--- src/rtl/alu_disp_pkg.sv ---
// rtl/alu_disp_pkg.sv - shared state encoding, digit codes and segment patterns
// for the ALU result display.
package alu_disp_pkg;

  typedef enum logic [1:0] {
    ST_IDLE   = 2'd0,
    ST_NEG    = 2'd1,
    ST_SHIFT  = 2'd2,
    ST_COMMIT = 2'd3
  } state_e;

  localparam logic [3:0] DIG_MINUS = 4'd10;
  localparam logic [3:0] DIG_E     = 4'd11;
  localparam logic [3:0] DIG_BLANK = 4'd15;

  // gfedcba, active-low
  localparam logic [6:0] SEG_0     = 7'b1000000;
  localparam logic [6:0] SEG_1     = 7'b1111001;
  localparam logic [6:0] SEG_2     = 7'b0100100;
  localparam logic [6:0] SEG_3     = 7'b0110000;
  localparam logic [6:0] SEG_4     = 7'b0011001;
  localparam logic [6:0] SEG_5     = 7'b0010010;
  localparam logic [6:0] SEG_6     = 7'b0000010;
  localparam logic [6:0] SEG_7     = 7'b1111000;
  localparam logic [6:0] SEG_8     = 7'b0000000;
  localparam logic [6:0] SEG_9     = 7'b0010000;
  localparam logic [6:0] SEG_MINUS = 7'b0111111;
  localparam logic [6:0] SEG_E     = 7'b0000110;
  localparam logic [6:0] SEG_BLANK = 7'b1111111;

endpackage

--- src/rtl/seg7_decode.sv ---
// rtl/seg7_decode.sv - combinational digit code to active-low segment pattern.
module seg7_decode
  import alu_disp_pkg::*;
(
  input  logic [3:0] code_i,
  output logic [6:0] seg_o
);

  always_comb begin
    seg_o = SEG_BLANK;
    case (code_i)
      4'd0:      seg_o = SEG_0;
      4'd1:      seg_o = SEG_1;
      4'd2:      seg_o = SEG_2;
      4'd3:      seg_o = SEG_3;
      4'd4:      seg_o = SEG_4;
      4'd5:      seg_o = SEG_5;
      4'd6:      seg_o = SEG_6;
      4'd7:      seg_o = SEG_7;
      4'd8:      seg_o = SEG_8;
      4'd9:      seg_o = SEG_9;
      DIG_MINUS: seg_o = SEG_MINUS;
      DIG_E:     seg_o = SEG_E;
      default:   seg_o = SEG_BLANK;
    endcase
  end

endmodule

--- src/rtl/alu_result_display.sv ---
// rtl/alu_result_display.sv - ALU result to sign/BCD conversion and 4-digit scanned display.
// Optional OVF_BLINK_EN blanks the display periodically while signed overflow is shown.
module alu_result_display
  import alu_disp_pkg::*;
#(
  parameter int SCAN_DIV  = 100000,
  parameter int BLINK_DIV = 25000000
) (
  input  logic       clk,
  input  logic       rst_n,
  input  logic       load,
  input  logic [5:0] result,
  input  logic [1:0] ovf,
  output logic       busy,
  output logic [6:0] seg,
  output logic       dp,
  output logic [3:0] an
);

  localparam int PW = $clog2(SCAN_DIV);

  state_e     state_q;
  logic [5:0] res_q;
  logic [1:0] flg_q;
  logic       neg_q;
  logic [5:0] bin_q;
  logic [7:0] bcd_q;
  logic [2:0] cnt_q;
  logic       busy_q;

  logic [3:0] disp_tens_q;
  logic [3:0] disp_units_q;
  logic       disp_neg_q;
  logic [1:0] disp_flg_q;

  logic [PW-1:0] presc_q;
  logic [1:0]    idx_q;
  logic [3:0]    an_q;
  logic [6:0]    seg_q;
  logic          dp_q;

  logic [3:0]  tens_adj;
  logic [3:0]  units_adj;
  logic [13:0] dd_shift;
  logic [7:0]  bcd_d;
  logic [5:0]  bin_d;

  always_comb begin
    tens_adj  = (bcd_q[7:4] >= 4'd5) ? bcd_q[7:4] + 4'd3 : bcd_q[7:4];
    units_adj = (bcd_q[3:0] >= 4'd5) ? bcd_q[3:0] + 4'd3 : bcd_q[3:0];
    dd_shift  = {tens_adj, units_adj, bin_q} << 1;
    bcd_d     = dd_shift[13:6];
    bin_d     = dd_shift[5:0];
  end

  // A fresh load is also taken in COMMIT so a new conversion can start the
  // same edge the previous one lands on the display.
  always_ff @(posedge clk or negedge rst_n) begin
    if (!rst_n) begin
      state_q      <= ST_IDLE;
      res_q        <= '0;
      flg_q        <= '0;
      neg_q        <= 1'b0;
      bin_q        <= '0;
      bcd_q        <= '0;
      cnt_q        <= '0;
      busy_q       <= 1'b0;
      disp_tens_q  <= '0;
      disp_units_q <= '0;
      disp_neg_q   <= 1'b0;
      disp_flg_q   <= '0;
    end else begin
      case (state_q)
        ST_IDLE: begin
          if (load) begin
            res_q   <= result;
            flg_q   <= ovf;
            busy_q  <= 1'b1;
            state_q <= ST_NEG;
          end
        end
        ST_NEG: begin
          neg_q   <= res_q[5];
          bin_q   <= res_q[5] ? (~res_q + 6'd1) : res_q;
          bcd_q   <= '0;
          cnt_q   <= '0;
          state_q <= ST_SHIFT;
        end
        ST_SHIFT: begin
          bin_q <= bin_d;
          bcd_q <= bcd_d;
          cnt_q <= cnt_q + 3'd1;
          if (cnt_q == 3'd5) state_q <= ST_COMMIT;
        end
        ST_COMMIT: begin
          disp_tens_q  <= bcd_q[7:4];
          disp_units_q <= bcd_q[3:0];
          disp_neg_q   <= neg_q && (bcd_q != 8'd0);
          disp_flg_q   <= flg_q;
          if (load) begin
            res_q   <= result;
            flg_q   <= ovf;
            busy_q  <= 1'b1;
            state_q <= ST_NEG;
          end else begin
            busy_q  <= 1'b0;
            state_q <= ST_IDLE;
          end
        end
        default: state_q <= ST_IDLE;
      endcase
    end
  end

  logic [3:0] cur_code;
  logic [6:0] cur_seg;

  always_comb begin
    cur_code = DIG_BLANK;
    case (idx_q)
      2'd0: cur_code = disp_units_q;
      2'd1: cur_code = (disp_tens_q == 4'd0) ? DIG_BLANK : disp_tens_q;
      2'd2: cur_code = disp_neg_q ? DIG_MINUS : DIG_BLANK;
      2'd3: cur_code = disp_flg_q[0] ? DIG_E : DIG_BLANK;
      default: cur_code = DIG_BLANK;
    endcase
  end

  seg7_decode u_seg7_decode (
    .code_i(cur_code),
    .seg_o (cur_seg)
  );

  // The digit presented at a terminal count is the current index; the index
  // then advances, so the first digit shown after reset is d0.
  always_ff @(posedge clk or negedge rst_n) begin
    if (!rst_n) begin
      presc_q <= '0;
      idx_q   <= '0;
      an_q    <= 4'b1111;
      seg_q   <= SEG_BLANK;
      dp_q    <= 1'b1;
    end else if (presc_q == PW'(SCAN_DIV - 1)) begin
      presc_q <= '0;
      idx_q   <= idx_q + 2'd1;
      an_q    <= ~(4'b0001 << idx_q);
      seg_q   <= cur_seg;
      dp_q    <= !((idx_q == 2'd0) && disp_flg_q[1]);
    end else begin
      presc_q <= presc_q + PW'(1);
    end
  end

`ifdef OVF_BLINK_EN
  localparam int BW = $clog2(BLINK_DIV + 1);

  logic [BW-1:0] blink_q;
  logic          phase_q;

  always_ff @(posedge clk or negedge rst_n) begin
    if (!rst_n) begin
      blink_q <= '0;
      phase_q <= 1'b0;
    end else if (blink_q == BW'(BLINK_DIV - 1)) begin
      blink_q <= '0;
      phase_q <= ~phase_q;
    end else begin
      blink_q <= blink_q + BW'(1);
    end
  end

  assign an = (disp_flg_q[0] && phase_q) ? 4'b1111 : an_q;
`else
  logic unused_blink_cfg;
  assign unused_blink_cfg = (BLINK_DIV > 0);
  assign an = an_q;
`endif

  assign busy = busy_q;
  assign seg  = seg_q;
  assign dp   = dp_q;

endmodule
--- config.mk ---
export PLATFORM = sky130hd
export DESIGN_NAME = alu_result_display
export DESIGN_NICKNAME = d
export VERILOG_FILES = /design/src/rtl/alu_disp_pkg.sv /design/src/rtl/seg7_decode.sv /design/src/rtl/alu_result_display.sv
export SDC_FILE = /design/constraint.sdc
export NUM_CORES = 1
export LEC_CHECK = 0
export ABC_AREA = 1
export CAP_MARGIN = 20
export CORE_AREA = 4 4 86 88
export DETAILED_ROUTE_END_ITERATION = 10
export DIE_AREA = 0 0 90 92
export DONT_BUFFER_PORTS = 1
export GPL_TIMING_DRIVEN = 0
export PLACE_DENSITY_LB_ADDON = 0.08
export SYNTH_ARGS = -nofsm -noshare
export SYNTH_HDL_FRONTEND = slang
export SYNTH_SLANG_ARGS = --single-unit
--- constraint.sdc ---
create_clock -name clk -period 1.9 [get_ports clk]
set_input_delay 0.095 -clock clk [delete_from_list [all_inputs] [get_ports clk]]
set_output_delay 0.095 -clock clk [all_outputs]
set_load 0.02 [all_outputs]
# Word level (Yosys, flattened, before mapping)

Memories as Yosys holds them, arrays and structs flattened. A register that Yosys moved wholly into a read port is not among the register bits.
Cells that the tools add are included.

Bits in registers: 64
Latch bits: 0
Bits in writable memories: 0
Memory bits (read-only): 112
Input bits: 11
Output and inout bits: 13
Logic and storage cells: 70
Memories kept: 1

Memory list:

| memory           | words | bits a word | read ports | clocked after Yosys merged registers in | wr ports | RTL line          | RTL |
|---|---|---|---|---|---|---|---|
| (name not given) | 16    | 7           | 1          | 1                                       | 0        | seg7_decode.sv:11 | `case (code_i)` |

Add/subtract/negate cells: 6
Multipliers: 0
Divide/modulo/power cells: 0
Magnitude comparators: 2
Equality and inequality tests: 10
Shift operators: 1
Muxes and demuxes: 18
Bitwise gates (word level): 2
Reductions and logical operators: 14

Operators by type and width:

| kind                    | count |
|---|---|
| $add A17 B1 Y17 const B | 1 |
| $eq A17 B17 Y1 const B  | 1 |
| $mux W17                | 1 |
| $pmux W4 S4             | 1 |
| $pmux W8 S2             | 1 |
| $pmux W6 S2             | 1 |
| $mux W3                 | 3 |
| $eq A2 B2 Y1 const B    | 4 |
| $ge A4 B3 Y1 const B    | 2 |
| $mux W4                 | 2 |
| $pmux W2 S4             | 1 |
| $reduce_bool A8 Y1      | 1 |
| $add A6 B1 Y6 const B   | 1 |
| $mux W6                 | 1 |
| $not A6 Y6              | 1 |
| $pmux W3 S2             | 1 |
| $reduce_and A2 Y1       | 3 |
| $add A4 B2 Y4 const B   | 1 |
| $eq A2 B1 Y1 const B    | 2 |
| $logic_not A2 Y1        | 2 |
| $logic_not A4 Y1        | 1 |
| $mux W2                 | 2 |
| $ne A2 B2 Y1 const B    | 2 |
| $not A4 Y4              | 1 |
| 11 further kinds        | 16 |

# Longest topological paths before layout

Gate-level depths: netlist (run 1).

Depth in word-level cells: 4
Depth in mapped cells: 15

# Modules after synthesis

A second synthesis (run 1) with hierarchy kept.

Cells, all modules: 469
Area total of the unflattened synthesis: 3762.4 sq um

By module, submodules not included:

| module             | times used | cells each | area an instance (sq um) | seq. area each (sq um) |
|---|---|---|---|---|
| alu_result_display | 1          | 432        | 3540.9                   | 1791.7 |
| seg7_decode        | 1          | 37         | 221.5                    | 0.0 |

# Least setup slack after synthesis (run 1)

No wires, ideal clock.

Path type: reg-to-reg
Start: register idx_q[0]
End: register seg_q[1], in the netlist seg[1]
Library setup time: 0.068 ns
Arrival: 1.854 ns
Setup slack: -0.022 ns
Stages on the path, launching flop included: 11
Path buffers: 0
Path through: dfrtp_1 inv_1 ha_1 inv_2 nand2_1 a21oi_1 a21oi_2 inv_1 ha_1 or2_1 a21oi_2

Longest elaborated chain between the ends: 2
Elaborated cells between the ends (all ways): 5

Ends and longest elaborated chain:

| item                                       | RTL line                  | RTL |
|---|---|---|
| start, declared                            | alu_result_display.sv:37  | `logic [1:0] idx_q;` |
| start signal, assigned                     | alu_result_display.sv:145 | `idx_q <= idx_q + 2'd1;` |
| $eq A2 B2 Y1, or another cell as far along | alu_result_display.sv:120 | `case (idx_q)` |
| $pmux W4 S4 *                              | alu_result_display.sv:120 |  |
| end, declared                              | alu_result_display.sv:39  | `logic [6:0] seg_q;` |

Every way passes the cells marked *; elsewhere a longest branch is shown, timed or not.
A chain may end at the register's enable or synchronous reset.

# Worst setup path in the final report (run 1)

Start: register idx_q[0]
End: register seg_q[3], in the netlist seg[3]

The elaborated chain is that of the path after synthesis.

==> results of run 1 <==
final cells by class:
| type | instances | share of cell area, % |
|---|---|---|
| timing repair buffer | 19 | 4.30 |
| clock inverter | 6 | 3.04 |
| tap | 80 | 2.29 |
| timing repair inverter | 1 | 0.172 |
| sequential | 71 | 41.1 |
| inverter | 73 | 6.43 |
| clock buffer | 10 | 2.93 |
| buffer | 5 | 0.631 |
| multi-input combinational | 292 | 39.1 |
stage by stage:
stage / hold slack, ps / total power [mW] / TNS (ps) / worst slack [ps] / instance area (sq um)
after global placement: -199 / 3.26 / -298 / -159 / 3840
after detailed placement: -198 / 3.31 / -384 / -176 / 3840
after CTS: 71.1 / 4.97 / 0 / 5.29 / 4260
after floorplan: -201 / 2.97 / 0 / 19.1 / 3740
final: 28.6 / 5.02 / 0 / 70.6 / 4360
after global routing: 20.2 / 5.37 / -85.9 / -30.4 / 4360
worst min path at each step:
stage	start	end
detailed placement	rst_n	presc_q[13]
CTS	load	state_q[1]
global placement	rst_n	presc_q[13]
floorplan	rst_n	bcd_q[0]
finish	load	res_q[5]
global route	load	res_q[5]
worst register-to-register path, cell delays in order (launching register included):
cell and delay (ps):
sky130_fd_sc_hd__dfrtp_1 430, sky130_fd_sc_hd__inv_2 130, sky130_fd_sc_hd__ha_2 260, sky130_fd_sc_hd__a21oi_2 80, sky130_fd_sc_hd__a21oi_2 180, sky130_fd_sc_hd__inv_2 90
sky130_fd_sc_hd__ha_4 280, sky130_fd_sc_hd__nand2_1 50, sky130_fd_sc_hd__nand2_1 60, sky130_fd_sc_hd__nand2_1 50, sky130_fd_sc_hd__nand2_1 60, sky130_fd_sc_hd__nand2_1 60
sky130_fd_sc_hd__nand2_1 60
per-layer routing:
layer	track usage, %	up-vias	wire length, microns
met3	4.59	10	253
li1	-	1480	-
met2	32.5	44	3850
met5	0	-	0
met1	24.0	1358	3310
met4	7.14	0	105
flip-flops by register name, indices dropped and copies added, names as in the netlist:
name          cells
an                4
res_q             6
cnt_q             3
disp_flg_q        2
disp_tens_q       4
neg_q             1
seg               7
disp_units_q      4
state_q           2
bcd_q             8
busy              1
dp                1
flg_q             2
bin_q             6
presc_q          17
disp_neg_q        1
idx_q             2
power by group through the flow:
stage	clock network (mW)	registers, mW	logic [mW]
after floorplan	0	1.92	1.04
after global placement	0	1.96	1.30
after detailed placement	0	1.97	1.34
after CTS	1.60	1.94	1.43
after global routing	1.69	1.98	1.71
final	1.57	1.94	1.50
logic make-up (layout without fill, tap and decap cells):
group,Yosys count,count (layout),share of synthesized area (%)
xor gates and xnor gates,8,8,1.88
muxes,2,2,0.603
adders and majority gates,21,21,7.04
buffers and inverters,78,114,8.07
and+or+nand+nor,186,186,22.4
DFF,71,71,48.0
AOI/OAI and AO/OA,75,75,12.1
cell usage in the layout, fill, tap and decap left out, types with 2 or more instances in the layout:
cell type and n:
sky130_fd_sc_hd__a21oi_1 13, sky130_fd_sc_hd__a21oi_2 6, sky130_fd_sc_hd__a31oi_1 2, sky130_fd_sc_hd__buf_4 8, sky130_fd_sc_hd__bufinv_16 4, sky130_fd_sc_hd__clkbuf_1 4
sky130_fd_sc_hd__clkbuf_8 9, sky130_fd_sc_hd__clkinvlp_4 3, sky130_fd_sc_hd__dfrtp_1 58, sky130_fd_sc_hd__dfstp_2 12, sky130_fd_sc_hd__dlygate4sd3_1 10, sky130_fd_sc_hd__ha_1 16
sky130_fd_sc_hd__ha_2 3, sky130_fd_sc_hd__ha_4 2, sky130_fd_sc_hd__inv_1 58, sky130_fd_sc_hd__inv_2 12, sky130_fd_sc_hd__mux2_2 2, sky130_fd_sc_hd__nand2_1 101
sky130_fd_sc_hd__nand2_2 9, sky130_fd_sc_hd__nand2_4 3, sky130_fd_sc_hd__nand3_1 12, sky130_fd_sc_hd__nand4_1 5, sky130_fd_sc_hd__nor2_1 36, sky130_fd_sc_hd__nor2_4 6
sky130_fd_sc_hd__nor3_1 4, sky130_fd_sc_hd__nor4_1 2, sky130_fd_sc_hd__nor4_2 2, sky130_fd_sc_hd__o211ai_1 3, sky130_fd_sc_hd__o21ai_0 28, sky130_fd_sc_hd__o21ai_1 6
sky130_fd_sc_hd__o221ai_1 2, sky130_fd_sc_hd__o22ai_1 8, sky130_fd_sc_hd__or2_2 2, sky130_fd_sc_hd__xor2_1 8
what timing repair did:
item                       in CTS  in global routing
cloned                          0                  1
hold endpoints to repair       81                  0
gates resized for setup         6                 17
setup endpoints to repair       4                 18
buffers inserted                1                  7
pin swaps                       1                  9
hold buffers                   11                  0
==> report_table.html, run 1 <==
<table>
<tr><th>Metric</th><th>Value</th></tr>
<tr><th colspan="2">Setup path</th></tr>
<tr><td>Arrival time at the worst endpoint</td><td>roughly 2100 ps</td></tr>
<tr><td>Critical path cell sequence</td><td>inv_2 &gt; ha_2 &gt; a21oi_2 &gt; a21oi_2 &gt; inv_2 &gt; ha_4 &gt; nand2_1 &gt; nand2_1 &gt; nand2_1 &gt; nand2_1 &gt; nand2_1 &gt; nand2_1</td></tr>
<tr><td>Critical Path Source Type</td><td>flip-flop</td></tr>
<tr><td>Crit path top cell by count</td><td>sky130_fd_sc_hd__nand2_1</td></tr>
<tr><td>Worst setup path end</td><td>seg[3]</td></tr>
<tr><td>Worst R2R Setup Slack</td><td>70 ps</td></tr>
<tr><td>Required time of the critical path</td><td>2180 ps</td></tr>
<tr><td>Worst R2R Start</td><td>idx_q[0]</td></tr>
<tr><td>Stages on the worst setup path</td><td>12</td></tr>
<tr><td>Endpoint kind of the worst setup timing path</td><td>flip-flop</td></tr>
<tr><td>Highest-delay cell along the critical path</td><td>sky130_fd_sc_hd__dfrtp_1</td></tr>
<tr><td>Timing startpoint of the critical path</td><td>idx_q[0]</td></tr>
<tr><td>Largest fanout on the critical path</td><td>4</td></tr>
<tr><td>Family of cells with the greatest summed delay on the critical path</td><td>adder cells</td></tr>
<tr><td>Endpoint of the worst register-to-register path</td><td>seg[3]</td></tr>
<tr><td>Max incr delay on CP</td><td>430 ps</td></tr>
<tr><td>WP buf/inv</td><td>2</td></tr>
<tr><td>Worst Setup Path Type</td><td>reg2reg</td></tr>
<tr><td>Worst reg2reg path depth</td><td>12</td></tr>
<tr><th colspan="2">Hold path</th></tr>
<tr><td>Class of the tightest hold or removal check</td><td>in2reg</td></tr>
<tr><td>Number of cells on the worst hold path</td><td>3</td></tr>
<tr><th colspan="2">Cells and area</th></tr>
<tr><td>Share of the core filled with cells</td><td>65.6%</td></tr>
<tr><td>Layout fillers</td><td>approximately 550</td></tr>
<tr><td>Number of nets at the end of the flow</td><td>504</td></tr>
<tr><td>Area of combinational cells with multiple inputs</td><td>~1700 sq um</td></tr>
<tr><td>Area grow syn2layout</td><td>16.8%</td></tr>
<tr><td>Antenna Diode Count</td><td>0</td></tr>
<tr><td>Share of cells above drive strength 1</td><td>19.3%</td></tr>
<tr><td>Footprint of the flip-flops and latches</td><td>1790 sq um</td></tr>
<tr><td>Number of cells in the finished layout apart from fillers</td><td>557</td></tr>
<tr><th colspan="2">Pwr</th></tr>
<tr><td>Static leakage</td><td>2.07 nW</td></tr>
<tr><td>Relative contribution of the clock network to total power</td><td>31.3%</td></tr>
<tr><td>Internal power component</td><td>3.31 mW</td></tr>
<tr><td>Power density over the cells</td><td>about 1200 nW/um^2</td></tr>
<tr><td>Peak supply drop</td><td>about 0.96 mV</td></tr>
<tr><td>Reg power frac</td><td>38.7%</td></tr>
<tr><td>Power dissipated by switching net loads</td><td>1.71 mW</td></tr>
<tr><td>Combinational Power Share</td><td>30.0%</td></tr>
<tr><td>Switching share of total power</td><td>34.1%</td></tr>
<tr><th colspan="2">Routing</th></tr>
<tr><td>WL final</td><td>7520 microns</td></tr>
<tr><td>Vias/cell</td><td>5.19</td></tr>
<tr><td>First-pass iteration count of the detailed router</td><td>4</td></tr>
<tr><td>Routed length per instance</td><td>13.5 microns</td></tr>
<tr><td>DRC</td><td>0</td></tr>
<tr><td>Count of routing violations after the opening detailed-route iteration</td><td>111</td></tr>
<tr><td>Antenna viol nets, final</td><td>0</td></tr>
<tr><td>Vias post-DR</td><td>2,892</td></tr>
<tr><th colspan="2">STA</th></tr>
<tr><td>Max_slew headroom</td><td>67.5%</td></tr>
<tr><td># setup viols final</td><td>0</td></tr>
<tr><td>Period minus WS final</td><td>1830 ps</td></tr>
<tr><td>Final Max Tran Viols</td><td>0</td></tr>
<tr><td>Final count of hold timing violations</td><td>0</td></tr>
<tr><td>Fmax achieved</td><td>~550 MHz</td></tr>
<tr><td>Least-Margin Pin Slew</td><td>488 ps</td></tr>
<tr><td>Setup repair after global routing missed its margin</td><td>true</td></tr>
<tr><td>Worst clock skew on the final layout</td><td>5.07 ps</td></tr>
<tr><td>Final cycle utilization of the critical path</td><td>a little over nine tenths</td></tr>
<tr><th colspan="2">Clock tree</th></tr>
<tr><td>H-Tree Level Count</td><td>3</td></tr>
<tr><td>Clock tree from TritonCTS</td><td>built</td></tr>
<tr><td>Inserted Clock Buffers</td><td>9</td></tr>
<tr><td>Cell at the root of the clock tree</td><td>sky130_fd_sc_hd__clkbuf_8</td></tr>
<tr><td>Total clock sinks</td><td>71</td></tr>
<tr><td>Clock insertion delay at the later pin of the skew report</td><td>340 ps</td></tr>
<tr><td>Maximum number of buffers from clock root to sink</td><td>2</td></tr>
<tr><td>Clock slew at the register clock pins of the worst setup and hold paths</td><td>about 80 ps</td></tr>
<tr><th colspan="2">Synthesis</th></tr>
<tr><td>YS warnings</td><td>0</td></tr>
<tr><td>Cell count after synthesis</td><td>441</td></tr>
<tr><td>Area of the mapped netlist</td><td>3730 sq um</td></tr>
<tr><td>Dominant cell type by area after synthesis</td><td>sky130_fd_sc_hd__dfrtp_1</td></tr>
<tr><td>Post-synth cell types</td><td>41</td></tr>
<tr><td>Share of synthesized flip-flops with an asynchronous set or reset</td><td>100%</td></tr>
<tr><td>Top cells by area, synth</td><td>sky130_fd_sc_hd__dfrtp_1 (40%), sky130_fd_sc_hd__nand2_1 (11%), sky130_fd_sc_hd__dfstp_2 (8.4%)</td></tr>
<tr><td>Mean Syn Cell Area</td><td>8.47 sq um</td></tr>
<tr><td>Number of synthesized flops with an enable pin</td><td>0</td></tr>
<tr><td>Area fraction of the dominant cell type after synthesis</td><td>39.5%</td></tr>
<tr><td>Seq cells post-synth</td><td>71</td></tr>
<tr><td>Synthesized Nets</td><td>roughly 470</td></tr>
<tr><td>Most instantiated library cell after synthesis</td><td>sky130_fd_sc_hd__nand2_1</td></tr>
<tr><td>Primary flip-flop cell chosen by synthesis mapping</td><td>sky130_fd_sc_hd__dfrtp_1</td></tr>
<tr><td>List of most frequent post-synthesis cells</td><td>sky130_fd_sc_hd__nand2_1 (105), sky130_fd_sc_hd__inv_1 (63), sky130_fd_sc_hd__dfrtp_1 (59), sky130_fd_sc_hd__nor2_1 (37), sky130_fd_sc_hd__o21ai_0 (29)</td></tr>
<tr><td>Sequential fraction of the synthesis area</td><td>roughly 48%</td></tr>
<tr><th colspan="2">Global route</th></tr>
<tr><td>Total GRT Usage</td><td>19.2%</td></tr>
<tr><td>Initial antenna violation count</td><td>0</td></tr>
<tr><td>Maximum number of pins on one net before global-route repair</td><td>72</td></tr>
<tr><td>Remaining Overflow, GRT</td><td>0</td></tr>
<tr><td>Number of global-route vias before repair</td><td>2,818</td></tr>
<tr><td>Global-route wire length before repair</td><td>12,900 microns</td></tr>
<tr><th colspan="2">Outcome</th></tr>
<tr><td>Outcome</td><td>finished, final reports clean</td></tr>
<tr><th colspan="2">Place</th></tr>
<tr><td>Post-Place Cells</td><td>521</td></tr>
<tr><td>Input/output buffers</td><td>0</td></tr>
<tr><td>Placer Congestion</td><td>0.835</td></tr>
<tr><td>Estimated wirelength of the detail-placed design</td><td>5190 microns</td></tr>
<tr><th colspan="2">Floorplanning</th></tr>
<tr><td>Num rows</td><td>30</td></tr>
<tr><td>Die area</td><td>between 8000 and 9000 sq um</td></tr>
<tr><td>Initial standard-cell utilization of the core</td><td>56.2%</td></tr>
<tr><td>Die span in x</td><td>roughly 90 microns</td></tr>
<tr><td>Core Area</td><td>6640 sq um</td></tr>
<tr><td>Number of top-level design ports</td><td>24</td></tr>
<tr><td>Die Y-Extent</td><td>92 microns</td></tr>
<tr><th colspan="2">Job</th></tr>
<tr><td>Max-cap violations</td><td>0</td></tr>
</table>
No activity file was read; power rests on OpenSTA's default activity.
==> inputs of run 2 (changes only) <==
- ABC_AREA: 1 -> not set
- CORE_AREA: 4 4 86 88 -> 4 4 85 87
- DIE_AREA: 0 0 90 92 -> 0 0 89 91
==> run 2 against run 1 <==
The run now ends with setup timing left. Critical path depth fell by 4. Synthesized cell count is 22% lower. Fmax shrank 18%. Clock power down 25%. Die area shrank 2.2%. First-iteration DRC count shrank 47%. Combinational power rose by 10%. Area after synthesis is 3.4% lower. Sequential share of layout area increased by 1.4 points. Critical endpoint is now seg[6]. Largest power group unchanged.
==> report_table.html, run 2 <==
<table>
<tr><th>Metric</th><th>Value</th></tr>
<tr><th colspan="2">Pwr</th></tr>
<tr><td>Final total power</td><td>4.86 mW</td></tr>
<tr><td>Power density over the cells</td><td>1150 nW/um^2</td></tr>
<tr><td>Peak supply drop</td><td>approximately 0.78 mV</td></tr>
<tr><td>Static leakage</td><td>1.81 nW</td></tr>
<tr><th colspan="2">Synthesis</th></tr>
<tr><td>Mux cell area share after synthesis</td><td>between 6 and 7%</td></tr>
<tr><td>Seq cells post-synth</td><td>71</td></tr>
<tr><td>Mean Syn Cell Area</td><td>between 10 and 15 sq um</td></tr>
<tr><td>Dominant cell type by area after synthesis</td><td>sky130_fd_sc_hd__dfrtp_1</td></tr>
<tr><td>Cell count after synthesis</td><td>345</td></tr>
<tr><td>Most instantiated library cell after synthesis</td><td>sky130_fd_sc_hd__dfrtp_1</td></tr>
<tr><td>Area of the mapped netlist</td><td>about 3600 sq um</td></tr>
<tr><td>Primary flip-flop cell chosen by synthesis mapping</td><td>sky130_fd_sc_hd__dfrtp_1</td></tr>
<tr><td>Post-synthesis compound-gate area fraction</td><td>between 10% and 20%</td></tr>
<tr><td>List of most frequent post-synthesis cells</td><td>sky130_fd_sc_hd__dfrtp_1 (59), sky130_fd_sc_hd__nand2_1 (36), sky130_fd_sc_hd__o21ai_0 (28), sky130_fd_sc_hd__nor2_1 (25)</td></tr>
<tr><td>Synthesized Nets</td><td>about 380</td></tr>
<tr><td>Largest family of logic cells by synthesized area</td><td>simple AND/OR/NAND/NOR gates</td></tr>
<tr><td>Area fraction of the dominant cell type after synthesis</td><td>40.9%</td></tr>
<tr><td>Number of synthesized flops with an enable pin</td><td>0</td></tr>
<tr><td>Post-synth cell types</td><td>between 40 and 50</td></tr>
<tr><td>Sequential fraction of the synthesis area</td><td>49.7%</td></tr>
<tr><td>YS warnings</td><td>0</td></tr>
<tr><td>Share of synthesized flip-flops with an asynchronous set or reset</td><td>100%</td></tr>
<tr><td>Adder and majority cell fraction of the synthesized area</td><td>7.28%</td></tr>
<tr><td>Xor/xnor share of the synthesized area</td><td>5.10%</td></tr>
<tr><td>Top cells by area, synth</td><td>sky130_fd_sc_hd__dfrtp_1 (41%), sky130_fd_sc_hd__dfstp_2 (8.7%), sky130_fd_sc_hd__ha_1 (7.3%)</td></tr>
<tr><td>Post-synthesis simple-gate area fraction</td><td>16.4%</td></tr>
<tr><th colspan="2">Cells and area</th></tr>
<tr><td>Flip-flop count of the largest register, all copies and words added</td><td>17</td></tr>
<tr><td>Most frequent cells in the layout</td><td>sky130_fd_sc_hd__dfrtp_1 (57), sky130_fd_sc_hd__nand2_1 (35), sky130_fd_sc_hd__nor2_1 (24), sky130_fd_sc_hd__o21ai_0 (23), sky130_fd_sc_hd__mux2_2 (21)</td></tr>
<tr><td>Number of cells in the finished layout apart from fillers</td><td>455</td></tr>
<tr><td>Area grow syn2layout</td><td>16.9%</td></tr>
<tr><td>Number of nets at the end of the flow</td><td>405</td></tr>
<tr><td>Share of cells above drive strength 1</td><td>24.9%</td></tr>
<tr><td>Most frequent standard cell in the layout excluding fill and tap cells</td><td>sky130_fd_sc_hd__dfrtp_1</td></tr>
<tr><td>Final std cell area, no fill</td><td>4220 sq um</td></tr>
<tr><td>Biggest register</td><td>presc_q</td></tr>
<tr><td>Antenna Diode Count</td><td>0</td></tr>
<tr><th colspan="2">Setup path</th></tr>
<tr><td>Critical Path Source Type</td><td>flip-flop</td></tr>
<tr><td>Worst Setup Path Type</td><td>reg2reg</td></tr>
<tr><td>Endpoint kind of the worst setup timing path</td><td>flip-flop</td></tr>
<tr><td>Arrival time at the worst endpoint</td><td>roughly 2500 ps</td></tr>
<tr><td>Critical path cell sequence</td><td>inv_4 &gt; ha_4 &gt; or4_4 &gt; o211a_4 &gt; ha_2 &gt; or3_4 &gt; o21ai_1 &gt; o21ai_1</td></tr>
<tr><td>Family of cells with the greatest summed delay on the critical path</td><td>simple AND/OR/NAND/NOR gates</td></tr>
<tr><td>Crit path top cell by count</td><td>sky130_fd_sc_hd__o21ai_1</td></tr>
<tr><td>Highest-delay cell along the critical path</td><td>sky130_fd_sc_hd__or4_4</td></tr>
<tr><td>Max incr delay on CP</td><td>530 ps</td></tr>
<tr><td>Required time of the critical path</td><td>around 2200 ps</td></tr>
<tr><td>WP buf/inv</td><td>1</td></tr>
<tr><td>Largest fanout on the critical path</td><td>4</td></tr>
<tr><th colspan="2">Global route</th></tr>
<tr><td>Remaining Overflow, GRT</td><td>0</td></tr>
<tr><td>Maximum number of pins on one net before global-route repair</td><td>72</td></tr>
<tr><td>Global-route wire length before repair</td><td>11,900 microns</td></tr>
<tr><td>Number of global-route vias before repair</td><td>2,550</td></tr>
<tr><td>Total GRT Usage</td><td>a little under a fifth</td></tr>
<tr><td>Initial antenna violation count</td><td>0</td></tr>
<tr><th colspan="2">Routing</th></tr>
<tr><td>First-pass iteration count of the detailed router</td><td>4</td></tr>
<tr><td>Routed length per instance</td><td>15.1 microns</td></tr>
<tr><td>Antenna viol nets, final</td><td>0</td></tr>
<tr><td>Count of routing violations after the opening detailed-route iteration</td><td>59</td></tr>
<tr><td>DRC</td><td>0</td></tr>
<tr><td>Vias post-DR</td><td>2,543</td></tr>
<tr><td>Vias/cell</td><td>between 5 and 6</td></tr>
<tr><td>WL final</td><td>6860 microns</td></tr>
<tr><th colspan="2">STA</th></tr>
<tr><td>Final count of hold timing violations</td><td>0</td></tr>
<tr><td>Least-Margin Pin Slew</td><td>537 ps</td></tr>
<tr><td>Fmax achieved</td><td>around 450 MHz</td></tr>
<tr><td># setup viols final</td><td>7</td></tr>
<tr><td>Final Max Tran Viols</td><td>0</td></tr>
<tr><td>Setup repair after global routing missed its margin</td><td>true</td></tr>
<tr><td>Worst clock skew on the final layout</td><td>7.03 ps</td></tr>
<tr><td>Max_slew headroom</td><td>64.2%</td></tr>
<tr><td>Post-layout worst setup margin</td><td>-325 ps</td></tr>
<tr><td>Period minus WS final</td><td>2230 ps</td></tr>
<tr><td>Final cycle utilization of the critical path</td><td>117%</td></tr>
<tr><th colspan="2">Floorplanning</th></tr>
<tr><td>Num rows</td><td>29</td></tr>
<tr><td>Die Y-Extent</td><td>~90 microns</td></tr>
<tr><td>Core Area</td><td>between 6000 and 7000 sq um</td></tr>
<tr><td>Die span in x</td><td>89 microns</td></tr>
<tr><td>Number of top-level design ports</td><td>24</td></tr>
<tr><td>Die area</td><td>a little over 8000 sq um</td></tr>
<tr><td>Initial standard-cell utilization of the core</td><td>56.8%</td></tr>
<tr><th colspan="2">Place</th></tr>
<tr><td>Post-Place Cells</td><td>around 420</td></tr>
<tr><td>Place WS</td><td>-498 ps</td></tr>
<tr><td>Post-Place Cell Area</td><td>approximately 3700 sq um</td></tr>
<tr><td>Placer Congestion</td><td>0.803</td></tr>
<tr><td>Estimated wirelength of the detail-placed design</td><td>around 4500 microns</td></tr>
<tr><td>Input/output buffers</td><td>0</td></tr>
<tr><th colspan="2">Clock tree</th></tr>
<tr><td>Inserted Clock Buffers</td><td>9</td></tr>
<tr><td>Clock slew at the register clock pins of the worst setup and hold paths</td><td>80 ps</td></tr>
<tr><td>H-Tree Level Count</td><td>3</td></tr>
<tr><td>Total clock sinks</td><td>71</td></tr>
<tr><td>Clock tree from TritonCTS</td><td>built</td></tr>
<tr><td>Clock insertion delay at the later pin of the skew report</td><td>340 ps</td></tr>
<tr><td>Cell at the root of the clock tree</td><td>sky130_fd_sc_hd__clkbuf_8</td></tr>
<tr><td>Maximum number of buffers from clock root to sink</td><td>2</td></tr>
<tr><th colspan="2">Outcome</th></tr>
<tr><td>Violations in the final reports</td><td>setup timing</td></tr>
<tr><td>Outcome</td><td>finished with violations</td></tr>
<tr><th colspan="2">Job</th></tr>
<tr><td>Max-cap violations</td><td>0</td></tr>
<tr><th colspan="2">Hold path</th></tr>
<tr><td>Class of the tightest hold or removal check</td><td>in2reg</td></tr>
</table>
## run 2: final timing paths
| path | start | end | slack [ps] | cells past startpoint |
|---|---|---|---|---|
| setup / recovery | idx_q[0] | seg[6] | -330 | 8 |
| hold / removal | load | state_q[1] | 120 | 4 |
| setup reg to reg | idx_q[0] | seg[6] | -330 | 8 |
| hold reg to reg | disp_flg_q[1] | dp | 420 | 1 |
| max in group asynchronous | rst_n | seg[0] | 1260 | 2 |
| min in group asynchronous | rst_n | presc_q[7] | 320 | 2 |
## run 2: power breakdown
part / switching (mW) / leakage [nW] / internal, mW
Clock: 0.540 / 0.0936 / 0.642
Sequential: 0.225 / 0.888 / 1.80
Combinational: 0.874 / 0.827 / 0.781
## run 2: per-stage QoR
stage          util, %  hold slack, ps  TNS (ps)
2_1_floorplan        -            -201     -1020
3_3_place_gp      58.7            -198     -3930
3_5_place_dp      58.7            -198     -4040
4_1_cts           64.9             111     -1740
5_1_grt           66.4             116     -2430
6_report          66.4             118     -1790
## run 2: cells by family after synthesis
family	Yosys count
adders and majority gates	21
buffers and inverters	32
muxes	22
DFF	71
and+or+nand+nor	115
AOI/OAI and AO/OA	63
xor gates and xnor gates	21
## run 2: cell type report
class | instances | area (sq um)
Fill cell | 512 | 2130
Multi-Input combinational cell | 242 | 1810
Tap cell | 77 | 96.3
Clock inverter | 3 | 42.5
Clock buffer | 13 | 149
Timing Repair Buffer | 19 | 191
Sequential cell | 71 | 1790
Buffer | 8 | 50.0
Inverter | 22 | 87.6
## run 2: tightest hold or removal path, stage by stage
cell and delay (ps):
sky130_fd_sc_hd__nor2b_1 80, sky130_fd_sc_hd__a21oi_1 80, sky130_fd_sc_hd__nand2_1 70, sky130_fd_sc_hd__o21ai_0 70
## run 2: per-layer routing
metal | vias up | GRT usage (%) | routed length (microns)
met5 | - | 0 | 0
met4 | 0 | 8.06 | 127
met3 | 14 | 3.62 | 227
met2 | 41 | 28.9 | 3330
met1 | 1233 | 25.4 | 3170
li1 | 1255 | - | -
## run 2: timing repair
item | CTS | global route
hold buffers | 11 | 0
setup endpoints to repair | 25 | 29
setup buffers | 4 | 4
pin swaps | 4 | 7
resized for setup | 11 | 22
cloned | 0 | 0
hold endpoints to repair | 81 | 0
